<file path="src/rtl/ula_arbiter_if.sv">
// Bundle between two requesters, the arbiter and a shared combinational ALU.
// The arbiter is on the slave side; the requesters and the ALU together are on the master side.
interface ula_arbiter_if #(
  parameter int WIDTH = 32
);
  logic             req0_valid;
  logic             req0_ready;
  logic [WIDTH-1:0] req0_In1;
  logic [WIDTH-1:0] req0_In2;
  logic [3:0]       req0_OP;

  logic             req1_valid;
  logic             req1_ready;
  logic [WIDTH-1:0] req1_In1;
  logic [WIDTH-1:0] req1_In2;
  logic [3:0]       req1_OP;

  logic             resp0_valid;
  logic             resp0_ready;
  logic [WIDTH-1:0] resp0_result;
  logic             resp0_Zero_flag;

  logic             resp1_valid;
  logic             resp1_ready;
  logic [WIDTH-1:0] resp1_result;
  logic             resp1_Zero_flag;

  logic [WIDTH-1:0] ula_In1;
  logic [WIDTH-1:0] ula_In2;
  logic [3:0]       ula_OP;
  logic [WIDTH-1:0] ula_result;
  logic             ula_Zero_flag;

  logic             busy;

  modport slave (
    input  req0_valid, req0_In1, req0_In2, req0_OP,
    input  req1_valid, req1_In1, req1_In2, req1_OP,
    output req0_ready, req1_ready,
    output resp0_valid, resp0_result, resp0_Zero_flag,
    output resp1_valid, resp1_result, resp1_Zero_flag,
    input  resp0_ready, resp1_ready,
    output ula_In1, ula_In2, ula_OP,
    input  ula_result, ula_Zero_flag,
    output busy
  );

  modport master (
    output req0_valid, req0_In1, req0_In2, req0_OP,
    output req1_valid, req1_In1, req1_In2, req1_OP,
    input  req0_ready, req1_ready,
    input  resp0_valid, resp0_result, resp0_Zero_flag,
    input  resp1_valid, resp1_result, resp1_Zero_flag,
    output resp0_ready, resp1_ready,
    input  ula_In1, ula_In2, ula_OP,
    output ula_result, ula_Zero_flag,
    input  busy
  );
endinterface

</file>
<file path="src/rtl/ula_arbiter.sv">
// Round-robin arbiter sharing one combinational ALU between two requesters.
// One operation in flight at a time: accept (IDLE) -> capture (EXEC) -> hold result (RESP).
module ula_arbiter #(
  parameter int WIDTH = 32
) (
  input  logic         clk,
  input  logic         rst_n,
  ula_arbiter_if.slave bus
);

  typedef enum logic [1:0] {
    IDLE = 2'd0,
    EXEC = 2'd1,
    RESP = 2'd2
  } state_t;

  state_t           state_q, state_d;
  logic             owner_q, owner_d;
  logic             last_q, last_d;
  logic [WIDTH-1:0] in1_q, in1_d;
  logic [WIDTH-1:0] in2_q, in2_d;
  logic [3:0]       op_q, op_d;

  logic [WIDTH-1:0] result_q [2];
  logic             zero_q   [2];

  logic [1:0]       req_valid;
  logic [1:0]       req_ready;
  logic [1:0]       resp_ready;
  logic [1:0]       resp_valid;
  logic [WIDTH-1:0] req_in1 [2];
  logic [WIDTH-1:0] req_in2 [2];
  logic [3:0]       req_op  [2];

  logic             any_valid;
  logic             grant;

  assign req_valid  = {bus.req1_valid, bus.req0_valid};
  assign resp_ready = {bus.resp1_ready, bus.resp0_ready};
  assign req_in1[0] = bus.req0_In1;
  assign req_in1[1] = bus.req1_In1;
  assign req_in2[0] = bus.req0_In2;
  assign req_in2[1] = bus.req1_In2;
  assign req_op[0]  = bus.req0_OP;
  assign req_op[1]  = bus.req1_OP;

  // On a tie the requester that was not granted last time wins.
  assign any_valid = |req_valid;
  assign grant     = (&req_valid) ? ~last_q : req_valid[1];

  generate
    for (genvar gi = 0; gi < 2; gi++) begin : g_port
      assign req_ready[gi]  = (state_q == IDLE) && any_valid && (grant == 1'(gi));
      assign resp_valid[gi] = (state_q == RESP) && (owner_q == 1'(gi));

      always_ff @(posedge clk or negedge rst_n) begin
        if (!rst_n) begin
          result_q[gi] <= '0;
          zero_q[gi]   <= 1'b0;
        end else if ((state_q == EXEC) && (owner_q == 1'(gi))) begin
          result_q[gi] <= bus.ula_result;
          zero_q[gi]   <= bus.ula_Zero_flag;
        end
      end
    end
  endgenerate

  always_ff @(posedge clk or negedge rst_n) begin
    if (!rst_n) begin
      state_q <= IDLE;
      owner_q <= 1'b0;
      last_q  <= 1'b1;
      in1_q   <= '0;
      in2_q   <= '0;
      op_q    <= '0;
    end else begin
      state_q <= state_d;
      owner_q <= owner_d;
      last_q  <= last_d;
      in1_q   <= in1_d;
      in2_q   <= in2_d;
      op_q    <= op_d;
    end
  end

  always_comb begin
    state_d = state_q;
    owner_d = owner_q;
    last_d  = last_q;
    in1_d   = in1_q;
    in2_d   = in2_q;
    op_d    = op_q;
    case (state_q)
      IDLE: begin
        // Any valid request is accepted in the same cycle it is offered.
        if (any_valid) begin
          state_d = EXEC;
          owner_d = grant;
          last_d  = grant;
          in1_d   = req_in1[grant];
          in2_d   = req_in2[grant];
          op_d    = req_op[grant];
        end
      end
      EXEC: state_d = RESP;
      RESP: begin
        if (resp_ready[owner_q]) begin
          state_d = IDLE;
        end
      end
      default: state_d = IDLE;
    endcase
  end

  assign bus.req0_ready      = req_ready[0];
  assign bus.req1_ready      = req_ready[1];
  assign bus.resp0_valid     = resp_valid[0];
  assign bus.resp1_valid     = resp_valid[1];
  assign bus.resp0_result    = result_q[0];
  assign bus.resp1_result    = result_q[1];
  assign bus.resp0_Zero_flag = zero_q[0];
  assign bus.resp1_Zero_flag = zero_q[1];
  assign bus.ula_In1         = in1_q;
  assign bus.ula_In2         = in2_q;
  assign bus.ula_OP          = op_q;
  assign bus.busy            = (state_q != IDLE);

endmodule

</file>
<file path="src/flat_wrapper.sv">
// flat-port wrapper written by rule: the top's interface ports become plain ports
module ula_arbiter_flat 
#(
  parameter int WIDTH = 32
)
  (clk, rst_n, bus_req0_valid, bus_req0_In1, bus_req0_In2, bus_req0_OP, bus_req1_valid, bus_req1_In1, bus_req1_In2, bus_req1_OP, bus_req0_ready, bus_req1_ready, bus_resp0_valid, bus_resp0_result, bus_resp0_Zero_flag, bus_resp1_valid, bus_resp1_result, bus_resp1_Zero_flag, bus_resp0_ready, bus_resp1_ready, bus_ula_In1, bus_ula_In2, bus_ula_OP, bus_ula_result, bus_ula_Zero_flag, bus_busy);
  ula_arbiter_if #(.WIDTH(WIDTH)) bus_i ();
  input  logic clk;
  input  logic rst_n;
  input wire logic [$bits(bus_i.req0_valid)-1:0] bus_req0_valid;
  input wire logic [$bits(bus_i.req0_In1)-1:0] bus_req0_In1;
  input wire logic [$bits(bus_i.req0_In2)-1:0] bus_req0_In2;
  input wire logic [$bits(bus_i.req0_OP)-1:0] bus_req0_OP;
  input wire logic [$bits(bus_i.req1_valid)-1:0] bus_req1_valid;
  input wire logic [$bits(bus_i.req1_In1)-1:0] bus_req1_In1;
  input wire logic [$bits(bus_i.req1_In2)-1:0] bus_req1_In2;
  input wire logic [$bits(bus_i.req1_OP)-1:0] bus_req1_OP;
  output wire logic [$bits(bus_i.req0_ready)-1:0] bus_req0_ready;
  output wire logic [$bits(bus_i.req1_ready)-1:0] bus_req1_ready;
  output wire logic [$bits(bus_i.resp0_valid)-1:0] bus_resp0_valid;
  output wire logic [$bits(bus_i.resp0_result)-1:0] bus_resp0_result;
  output wire logic [$bits(bus_i.resp0_Zero_flag)-1:0] bus_resp0_Zero_flag;
  output wire logic [$bits(bus_i.resp1_valid)-1:0] bus_resp1_valid;
  output wire logic [$bits(bus_i.resp1_result)-1:0] bus_resp1_result;
  output wire logic [$bits(bus_i.resp1_Zero_flag)-1:0] bus_resp1_Zero_flag;
  input wire logic [$bits(bus_i.resp0_ready)-1:0] bus_resp0_ready;
  input wire logic [$bits(bus_i.resp1_ready)-1:0] bus_resp1_ready;
  output wire logic [$bits(bus_i.ula_In1)-1:0] bus_ula_In1;
  output wire logic [$bits(bus_i.ula_In2)-1:0] bus_ula_In2;
  output wire logic [$bits(bus_i.ula_OP)-1:0] bus_ula_OP;
  input wire logic [$bits(bus_i.ula_result)-1:0] bus_ula_result;
  input wire logic [$bits(bus_i.ula_Zero_flag)-1:0] bus_ula_Zero_flag;
  output wire logic [$bits(bus_i.busy)-1:0] bus_busy;
  assign bus_i.req0_valid = bus_req0_valid;
  assign bus_i.req0_In1 = bus_req0_In1;
  assign bus_i.req0_In2 = bus_req0_In2;
  assign bus_i.req0_OP = bus_req0_OP;
  assign bus_i.req1_valid = bus_req1_valid;
  assign bus_i.req1_In1 = bus_req1_In1;
  assign bus_i.req1_In2 = bus_req1_In2;
  assign bus_i.req1_OP = bus_req1_OP;
  assign bus_req0_ready = bus_i.req0_ready;
  assign bus_req1_ready = bus_i.req1_ready;
  assign bus_resp0_valid = bus_i.resp0_valid;
  assign bus_resp0_result = bus_i.resp0_result;
  assign bus_resp0_Zero_flag = bus_i.resp0_Zero_flag;
  assign bus_resp1_valid = bus_i.resp1_valid;
  assign bus_resp1_result = bus_i.resp1_result;
  assign bus_resp1_Zero_flag = bus_i.resp1_Zero_flag;
  assign bus_i.resp0_ready = bus_resp0_ready;
  assign bus_i.resp1_ready = bus_resp1_ready;
  assign bus_ula_In1 = bus_i.ula_In1;
  assign bus_ula_In2 = bus_i.ula_In2;
  assign bus_ula_OP = bus_i.ula_OP;
  assign bus_i.ula_result = bus_ula_result;
  assign bus_i.ula_Zero_flag = bus_ula_Zero_flag;
  assign bus_busy = bus_i.busy;
  ula_arbiter #(.WIDTH(WIDTH)) u_core (.clk(clk), .rst_n(rst_n), .bus(bus_i));
endmodule
</file>
<file path="config.mk">
export PLATFORM = sky130hd
export DESIGN_NAME = ula_arbiter_flat
export DESIGN_NICKNAME = d
export VERILOG_FILES = /design/src/rtl/ula_arbiter_if.sv /design/src/rtl/ula_arbiter.sv /design/src/flat_wrapper.sv
export SDC_FILE = /design/constraint.sdc
export NUM_CORES = 1
export LEC_CHECK = 0
export ABC_AREA = 0
export ABC_CLOCK_PERIOD_IN_PS = 1300
export CAP_MARGIN = 15
export CORE_MARGIN = 2
export CORE_UTILIZATION = 30
export CTS_CLUSTER_DIAMETER = 50
export DETAILED_ROUTE_END_ITERATION = 10
export PLACE_DENSITY = 0.64
export SLEW_MARGIN = 30
export SYNTH_ARGS = -nofsm -noshare
export SYNTH_HDL_FRONTEND = slang
export SYNTH_SLANG_ARGS = --single-unit
</file>
<file path="constraint.sdc">
create_clock -name clk -period 1.3 [get_ports clk]
set_input_delay 0.195 -clock clk [delete_from_list [all_inputs] [get_ports clk]]
set_output_delay 0.195 -clock clk [all_outputs]
set_load 0.02 [all_outputs]
</file>
### Word-level counts from Yosys, hierarchy flattened

Index checks and enable logic that the tools add are counted.
W data, S select, Z words.

* muxes and demuxes: 15
* reductions and logical operators: 13
* magnitude comparators: 2
* bitwise gates (word level): 4
* equal/unequal tests: 4

Operators with widths (count)
* $mux W32: 6
* $mux W4: 3
* $logic_and A1 B1 Y1: 7
* $pmux W2 S3: 1
* $reduce_and A2 Y1: 3
* $mux W2: 2
* $mux W1: 3
* $not A1 Y1: 3
* $eq A2 B1 Y1 const B: 1
* $eq A2 B2 Y1 const B: 1
* $ge A2 B2 Y1 const B: 1
* $logic_not A2 Y1: 1
* $lt A1 B2 Y1 const B: 1
* $ne A2 B1 Y1 const B: 1
* $ne A2 B2 Y1 const B: 1
* $not A1 Y2: 1
* $reduce_bool A2 Y1: 1
* $reduce_or A2 Y1: 1

* bits of input ports: 175
* word-level logic and storage cells: 48
* output and inout bits: 139
* register bits after elaboration: 138

### Depth between registers and ports, before layout

Gate-level depths: netlist of run 1.

* word-level depth: 6
* mapped depth: 6
* depth with buffers taken out: 4

### Worst setup path after synthesis of run 1

Ideal clock, no wire load.

* path type: register -> output
* from: register u_core.last_q
* to: output port bus_req0_ready
* slack: -0.197 ns
* required time: 1.105 ns
* stages on the path, launching flop included: 7
* path buffers: 3
* data arrival time: 1.302 ns
* cell sequence: dfstp_2 -> nor2b_1 -> buf_2 -> buf_4 -> buf_2 -> nand3b_1 -> inv_1

* cells in the longest elaborated chain, start to end: 4

RTL lines
* start: declaration: line ula_arbiter.sv:19 `logic last_q, last_d;`
* start signal: assignment: line ula_arbiter.sv:79 `last_q <= last_d;`
* $not A1 Y1: line ula_arbiter.sv:49 `assign grant = (&req_valid) ? ~last_q : req_valid[1];`
* $mux W1: line ula_arbiter.sv:49
* $not A1 Y1: line ula_arbiter.sv:53 `assign req_ready[gi] = (state_q == IDLE) && any_valid && (grant == 1'(gi));`
* $logic_and A1 B1 Y1: line ula_arbiter.sv:53
* end: declaration: line flat_wrapper.sv:18 `output wire logic [$bits(bus_i.req0_ready)-1:0] bus_req0_ready;`

Every way passes these cells.

### Worst setup path in the final report of run 1

* from: register u_core.last_q
* to: register u_core.in1_q[17] (netlist: u_core.bus.ula_In1[17])

* cells in the longest elaborated chain, start to end: 6

RTL lines
* $not A1 Y1: line ula_arbiter.sv:49
* $mux W1: line ula_arbiter.sv:49
* $not A1 Y2 (implied by the code): line ula_arbiter.sv:100 `in1_d = req_in1[grant];`
* $mux W32 (implied by the code) (3 in a row): line ula_arbiter.sv:100
* end signal: assignment: line ula_arbiter.sv:80 `in1_q <= in1_d;`
* end: declaration: line ula_arbiter.sv:20 `logic [WIDTH-1:0] in1_q, in1_d;`

Every way passes these cells. The select of a mux whose other input is x is not followed.
A chain may end at the register's enable or synchronous reset.

==> results.cfg, run 1 <==
[synthesis]
synthCells = 473
synth.most_common_cell = dfrtp_1
syn-num-nets = 648
synth_area_leaders = dfrtp_1 (57%), a221o_1 (11%), mux2_4 (7.5%), mux2_2 (7.0%), nor3_1 (5.7%)
ys_types = 24
ys_warn_count = 0
synth_edf_count = 0
seq_area_frac_synth = 0.5780
ys_ff_latch = 138
ys.flop_type = dfrtp_1
syn_area_per_cell_um2 = 12.64
ys_top_cells_by_count = dfrtp_1 (137), nand2_1 (69), a221o_1 (68), nor3_1 (68), mux2_2 (37)
netlist.area_leader.share = 0.5736
async_flop_share = 1.000
synth_largest_area_cell = dfrtp_1
syn_area_mm2 = 0.005977

[timing]
period_needed_ns = 1.743
setup_slack_ns = -0.4427
hold_viol_final = 0
relSlewSlack = 0.7168
holdWs_ns = 0.2630
worst_pin_slew_ns = 0.4248
fmax_ghz = 0.5738
rsz0062_at_grt = true
finalSetupViolCount = 141
finClkSkew_ns = 0.009992
fin_crit_sh = 1.341
finalMaxSlewViolations = 0

[cells_and_area]
fin_area_mm2 = 0.01084
layout.cells.non_filler = 1113
drive_gt1_frac = 0.3884
fin_nets = 1009
n_fill_cell = 1661
synthToLayoutAreaGrowth_pct = 81.37

[die]
die_w_um = 145.2
die_h_um = 145.2
num_rows = 51
io_pins = 314
start_util = 0.3061
dieArea_mm2 = 0.02107
coreArea_mm2 = 0.01953

[worst_hold_path]
min_path_type = in -> async

[worst_setup_path]
r2r_setup_slack_ns = -0.44
cp-end-kind = flop
path_class = reg -> reg
arrival_ns = 2.04
r2r-end = u_core.bus.ula_In1[17]
crit_path_start = u_core.last_q
crit_path_start_kind = flop
worstPathRequired_ns = 1.60
r2r_start = u_core.last_q
worst_r2r_path_depth = 7
path_max_fanout = 6

[placement]
routabilityCongestion = 0.8195
dp.final_hpwl_um = 15170
place_worst_setup_slack_ns = -0.4800
place_area_mm2 = 0.009649
portBuffers = 313
dpl.cell_count = 1048

[route]
dr.first_iter.drc_count = 283
drt-pass1-iter-count = 6
postRouteAntennaNets = 0
viasPerCell = 4.968
num_vias = 5529
wirelength_um = 22850
wl_per_cell_um = 20.53
drc = 0

[run_status]
violations = negative setup slack
status = finished with violations

[global_routing]
grt_max_degree = 38
grt_pass1_vias = 5899
grt_overflow = 0
grt_usage = 0.2109
antenna_found_initial = 1
grt_pass1_wl_um = 34600

[clock_network]
clk_path_buf_depth = 2
worst_skew_pair.late_latency_ns = 0.42
cts_buffers = 17
cts.clk_slew.worst_paths_ns = 0.06
cts_root_buffer = clkbuf_16
clock_sinks = 138
htree_num_levels = 4
cts_tree = yes

[pwr]
power_density_mw_per_mm2 = 2586
p_leak_nw = 4.829
max-vdd-ir-drop_mv = 0.9285
totalPowerFinal_w = 0.02804

[flow_run]
drv_cap = 0
[power by group]
group / switching [W] / internal, W
registers: 0.00137 / 0.00650
logic: 0.00737 / 0.00793
clock network: 0.00192 / 0.00295
[cells in the final DEF (no fill, tap or decap), types with 2 or more instances in the layout]
master             n
buf_4             29
dfrtp_1          136
buf_16            10
inv_6              3
nor2_4             3
clkbuf_2          15
bufinv_16          2
clkinvlp_4         2
clkdlybuf4s50_1  172
inv_2              3
clkinv_4           3
nor3_1            67
buf_2             42
buf_8              2
buf_6             16
nand2b_4           2
buf_12            17
clkbuf_8           2
a221o_1           68
mux2_4            49
clkdlybuf4s15_2   78
a21o_1             2
mux2_2            18
clkbuf_16         22
nand2_1           68
clkinv_2           2
[worst max path at each step]
stage | endpoint | slack [ns] | depth (start not counted)
after floorplan | u_core.bus.resp1_Zero_flag | -0.11 | 5
after CTS | bus_req1_ready | -0.47 | 6
final | u_core.bus.ula_In1[17] | -0.44 | 7
after global routing | bus_req1_ready | -0.50 | 6
after detailed placement | bus_req0_ready | -0.48 | 5
after global placement | bus_req0_ready | -0.46 | 5
[worst max-delay path: stages (launching register included)]
cell and delay (ns):
dfstp_2 0.54, buf_6 0.09, nand2_2 0.03, and3_4 0.17, buf_4 0.15, clkbuf_16 0.17, clkbuf_16 0.16, a221o_1 0.32
[final cells by class]
type                    instances  area [um^2]  share of cell area
diodes                          1        2.502           0.0002308
repair buffers                387         4064              0.3749
clock inverters                12        137.6             0.01270
multi-input cells             286         2377              0.2193
clock buffers                  20        456.7             0.04213
flip-flops and latches        138         3456              0.3188
well taps                     265        331.6             0.03059
inverters                       4        15.01            0.001385
[routing by layer]
layer  track usage  vias to the layer above  wire length (um)
met4       0.07206                        0               546
met3       0.05063                       38              1449
met1        0.2673                     2704              9622
met2        0.3540                      303             11230
met5             0                        -                 0
li1              -                     2484                 -
[registers in the layout (all words and copies together), names as in the netlist]
register,count
u_core.bus.resp0_result,32
u_core.bus.resp1_result,32
u_core.bus.ula_In1,32
u_core.bus.ula_In2,32
u_core.bus.ula_OP,4
u_core.state_q,2
u_core.bus.resp0_Zero_flag,1
u_core.bus.resp1_Zero_flag,1
u_core.last_q,1
u_core.owner_q,1
[repair_timing]
item,4_1_cts,5_1_grt
setup buffers,10,6
hold buffers,1,0
setup endpoints to repair,275,192
resized for setup,460,74
cloned,10,6
pin swaps,3,4
hold endpoints to repair,31,0
[stage by stage]
step	util	TNS (ns)
CTS	0.5569	-47.43
global placement	0.4942	-35.23
finish	0.5552	-49.22
detailed placement	0.4942	-40.93
floorplan	-	-11.07
global route	0.5552	-55.75
[cells by family after synthesis]
group	Yosys count	synth area share
muxes	67	0.1451
DFF	138	0.5780
AOI/OAI and AO/OA	72	0.1187
buffers and inverters	49	0.04857
and+or+nand+nor	147	0.1097
(Power assumes the default switching activity.)
==> run 2, diff against run 1 <==
- ABC_CLOCK_PERIOD_IN_PS: 1300 -> 1500
- clock period: 1.3 -> 1.5 ns (I/O delays scaled with it)
==> results.cfg, run 2 (synthesized netlist as in run 1, its figures left out) <==
[cells_and_area]
synthToLayoutAreaGrowth_pct = 76.45
final_common_cell = clkdlybuf4s50_1
layout_common_cells = clkdlybuf4s50_1 (172), dfrtp_1 (137), dlygate4sd2_1 (134), nand2_1 (69)
fin_nets = 986
antenna_cells = 0
layout.cells.non_filler = 1089
drive_gt1_frac = 0.2051

[flow_run]
drv_cap = 0

[die]
coreArea_mm2 = 0.01953
io_pins = 314
num_rows = 51
die_w_um = 145.2
start_util = 0.3061
dieArea_mm2 = 0.02107
die_h_um = 145.2

[run_status]
status = finished with violations
violations = negative setup slack

[worst_setup_path]
worstPathRequired_ns = 1.80
path_buf_inv = 3
arrival_ns = 1.95
cp-end-kind = flop
cp_slowest_cell = dfrtp_1
path_class = reg -> reg
crit_path_start_kind = flop
crit_family = simple AND/OR/NAND/NOR gates
crit_chain = buf_6 > nand2b_4 > or2_4 > buf_12 > buf_16 > mux2_4
cpPeakStageDelay_ns = 0.40
path_max_fanout = 5

[pwr]
power_density_mw_per_mm2 = 2226
p_leak_nw = 4.876
max-vdd-ir-drop_mv = 0.9240

[placement]
dp.final_hpwl_um = 14100
portBuffers = 313
routabilityCongestion = 0.7879
dpl.cell_count = 1040

[route]
num_vias = 5368
wl_met2_um = 10160
dr.first_iter.drc_count = 237
drt-pass1-iter-count = 4
met3WireLength_um = 1493
wl_per_cell_um = 19.23
wirelength_um = 20940
viasPerCell = 4.929
top_layer = met4
wl_met1_um = 8848
postRouteAntennaNets = 0
drc = 0

[clock_network]
htree_num_levels = 4
cts_buffers = 17
cts_tree = yes
cts.clk_slew.worst_paths_ns = 0.07
clk_path_buf_depth = 2
cts_root_buffer = clkbuf_16
clock_sinks = 138
worst_skew_pair.late_latency_ns = 0.42

[timing]
fin_crit_sh = 1.097
worst_pin_slew_ns = 0.5106
hold_viol_final = 0
period_needed_ns = 1.646
finClkSkew_ns = 0.009473
relSlewSlack = 0.6596
rsz0062_at_grt = true
fmax_ghz = 0.6075
finalSetupViolCount = 138
setup_tns_ns = -12.49
finalMaxSlewViolations = 0
setup_slack_ns = -0.1461

[global_routing]
grt_usage = 0.1882
antenna_found_initial = 0
grt_pass1_vias = 5651
grt_pass1_wl_um = 31550
grt_max_degree = 52
grt_overflow = 0

[worst_hold_path]
min_path_type = in -> async
-- run 2: cell types whose count changed in the layout (fill, tap and decap cells not counted), sizes merged --
cell / delta
buf: -63
bufinv: +2
clkbuf: -18
clkdlybuf4s15: -78
clkinv: -4
diode: -1
dlygate4sd2: +134
inv: +4
-- run 2: path summary, 6_finish.rpt --
kind | from | endpoint | slack (ns) | cells after the start
setup / recovery | u_core.state_q[1] | u_core.bus.resp1_result[21] | -0.15 | 6
hold / removal | rst_n | u_core.bus.resp1_result[15] | 0.31 | 2
setup reg to reg | u_core.state_q[1] | u_core.bus.resp1_result[21] | -0.15 | 6
hold reg to reg | u_core.bus.resp0_result[20] | u_core.bus.resp0_result[20] | 0.50 | 1
max in group asynchronous | rst_n | u_core.last_q | 0.57 | 3
min in group clk | bus_req1_In2[5] | u_core.bus.ula_In2[5] | 0.42 | 2
-- run 2: area by class of cell --
type / instances / area [um^2]
Clock inverter: 14 / 207.7
Fill cell: 1670 / 8980
Sequential cell: 138 / 3455
Clock buffer: 18 / 429.2
Tap cell: 265 / 331.6
Inverter: 4 / 15.01
Timing Repair Buffer: 364 / 3696
Multi-Input combinational cell: 286 / 2412
-- run 2: worst register-to-register path: cells and delay by family, from the launching register on --
kind,cells,cell delay (ns)
and+or+nand+nor,2,0.44
buffers and inverters,3,0.41
muxes,1,0.29
DFF,1,0.40
-- run 2: repair_timing --
action | CTS | global route
gates resized for setup | 183 | 34
hold buffers | 1 | 0
setup endpoints to repair | 273 | 139
pin swaps | 6 | 6
buffers inserted | 5 | 1
cloned | 5 | 6
hold endpoints to repair | 39 | 0
-- run 2: where the power goes --
part / leakage [nW] / switching (W) / internal, W
Clock: 0.305 / 0.00172 / 0.00283
Combinational: 2.91 / 0.00609 / 0.00609
Sequential: 1.66 / 0.00112 / 0.00563
-- run 2: metal layers --
metal  vias up  GRT usage
met2       270     0.3119
met4         0    0.05686
met1      2626     0.2389
li1       2440          -
met5         -          0
met3        32    0.05472
-- run 2: stage by stage --
stage          cell area [um^2]  hold slack (ns)  worst slack, ns  utilization  total power, W
2_1_floorplan              5977         -0.07059        0.0007189            -         0.01306
3_5_place_dp               9577           0.1998          -0.3979       0.4905         0.01899
6_report                  10550           0.3139          -0.1461       0.5401         0.02347
4_1_cts                   10320           0.3299          -0.1785       0.5284         0.02293
3_3_place_gp               9577           0.1959          -0.3779       0.4905         0.01878
5_1_grt                   10550           0.3363          -0.1756       0.5401         0.02467
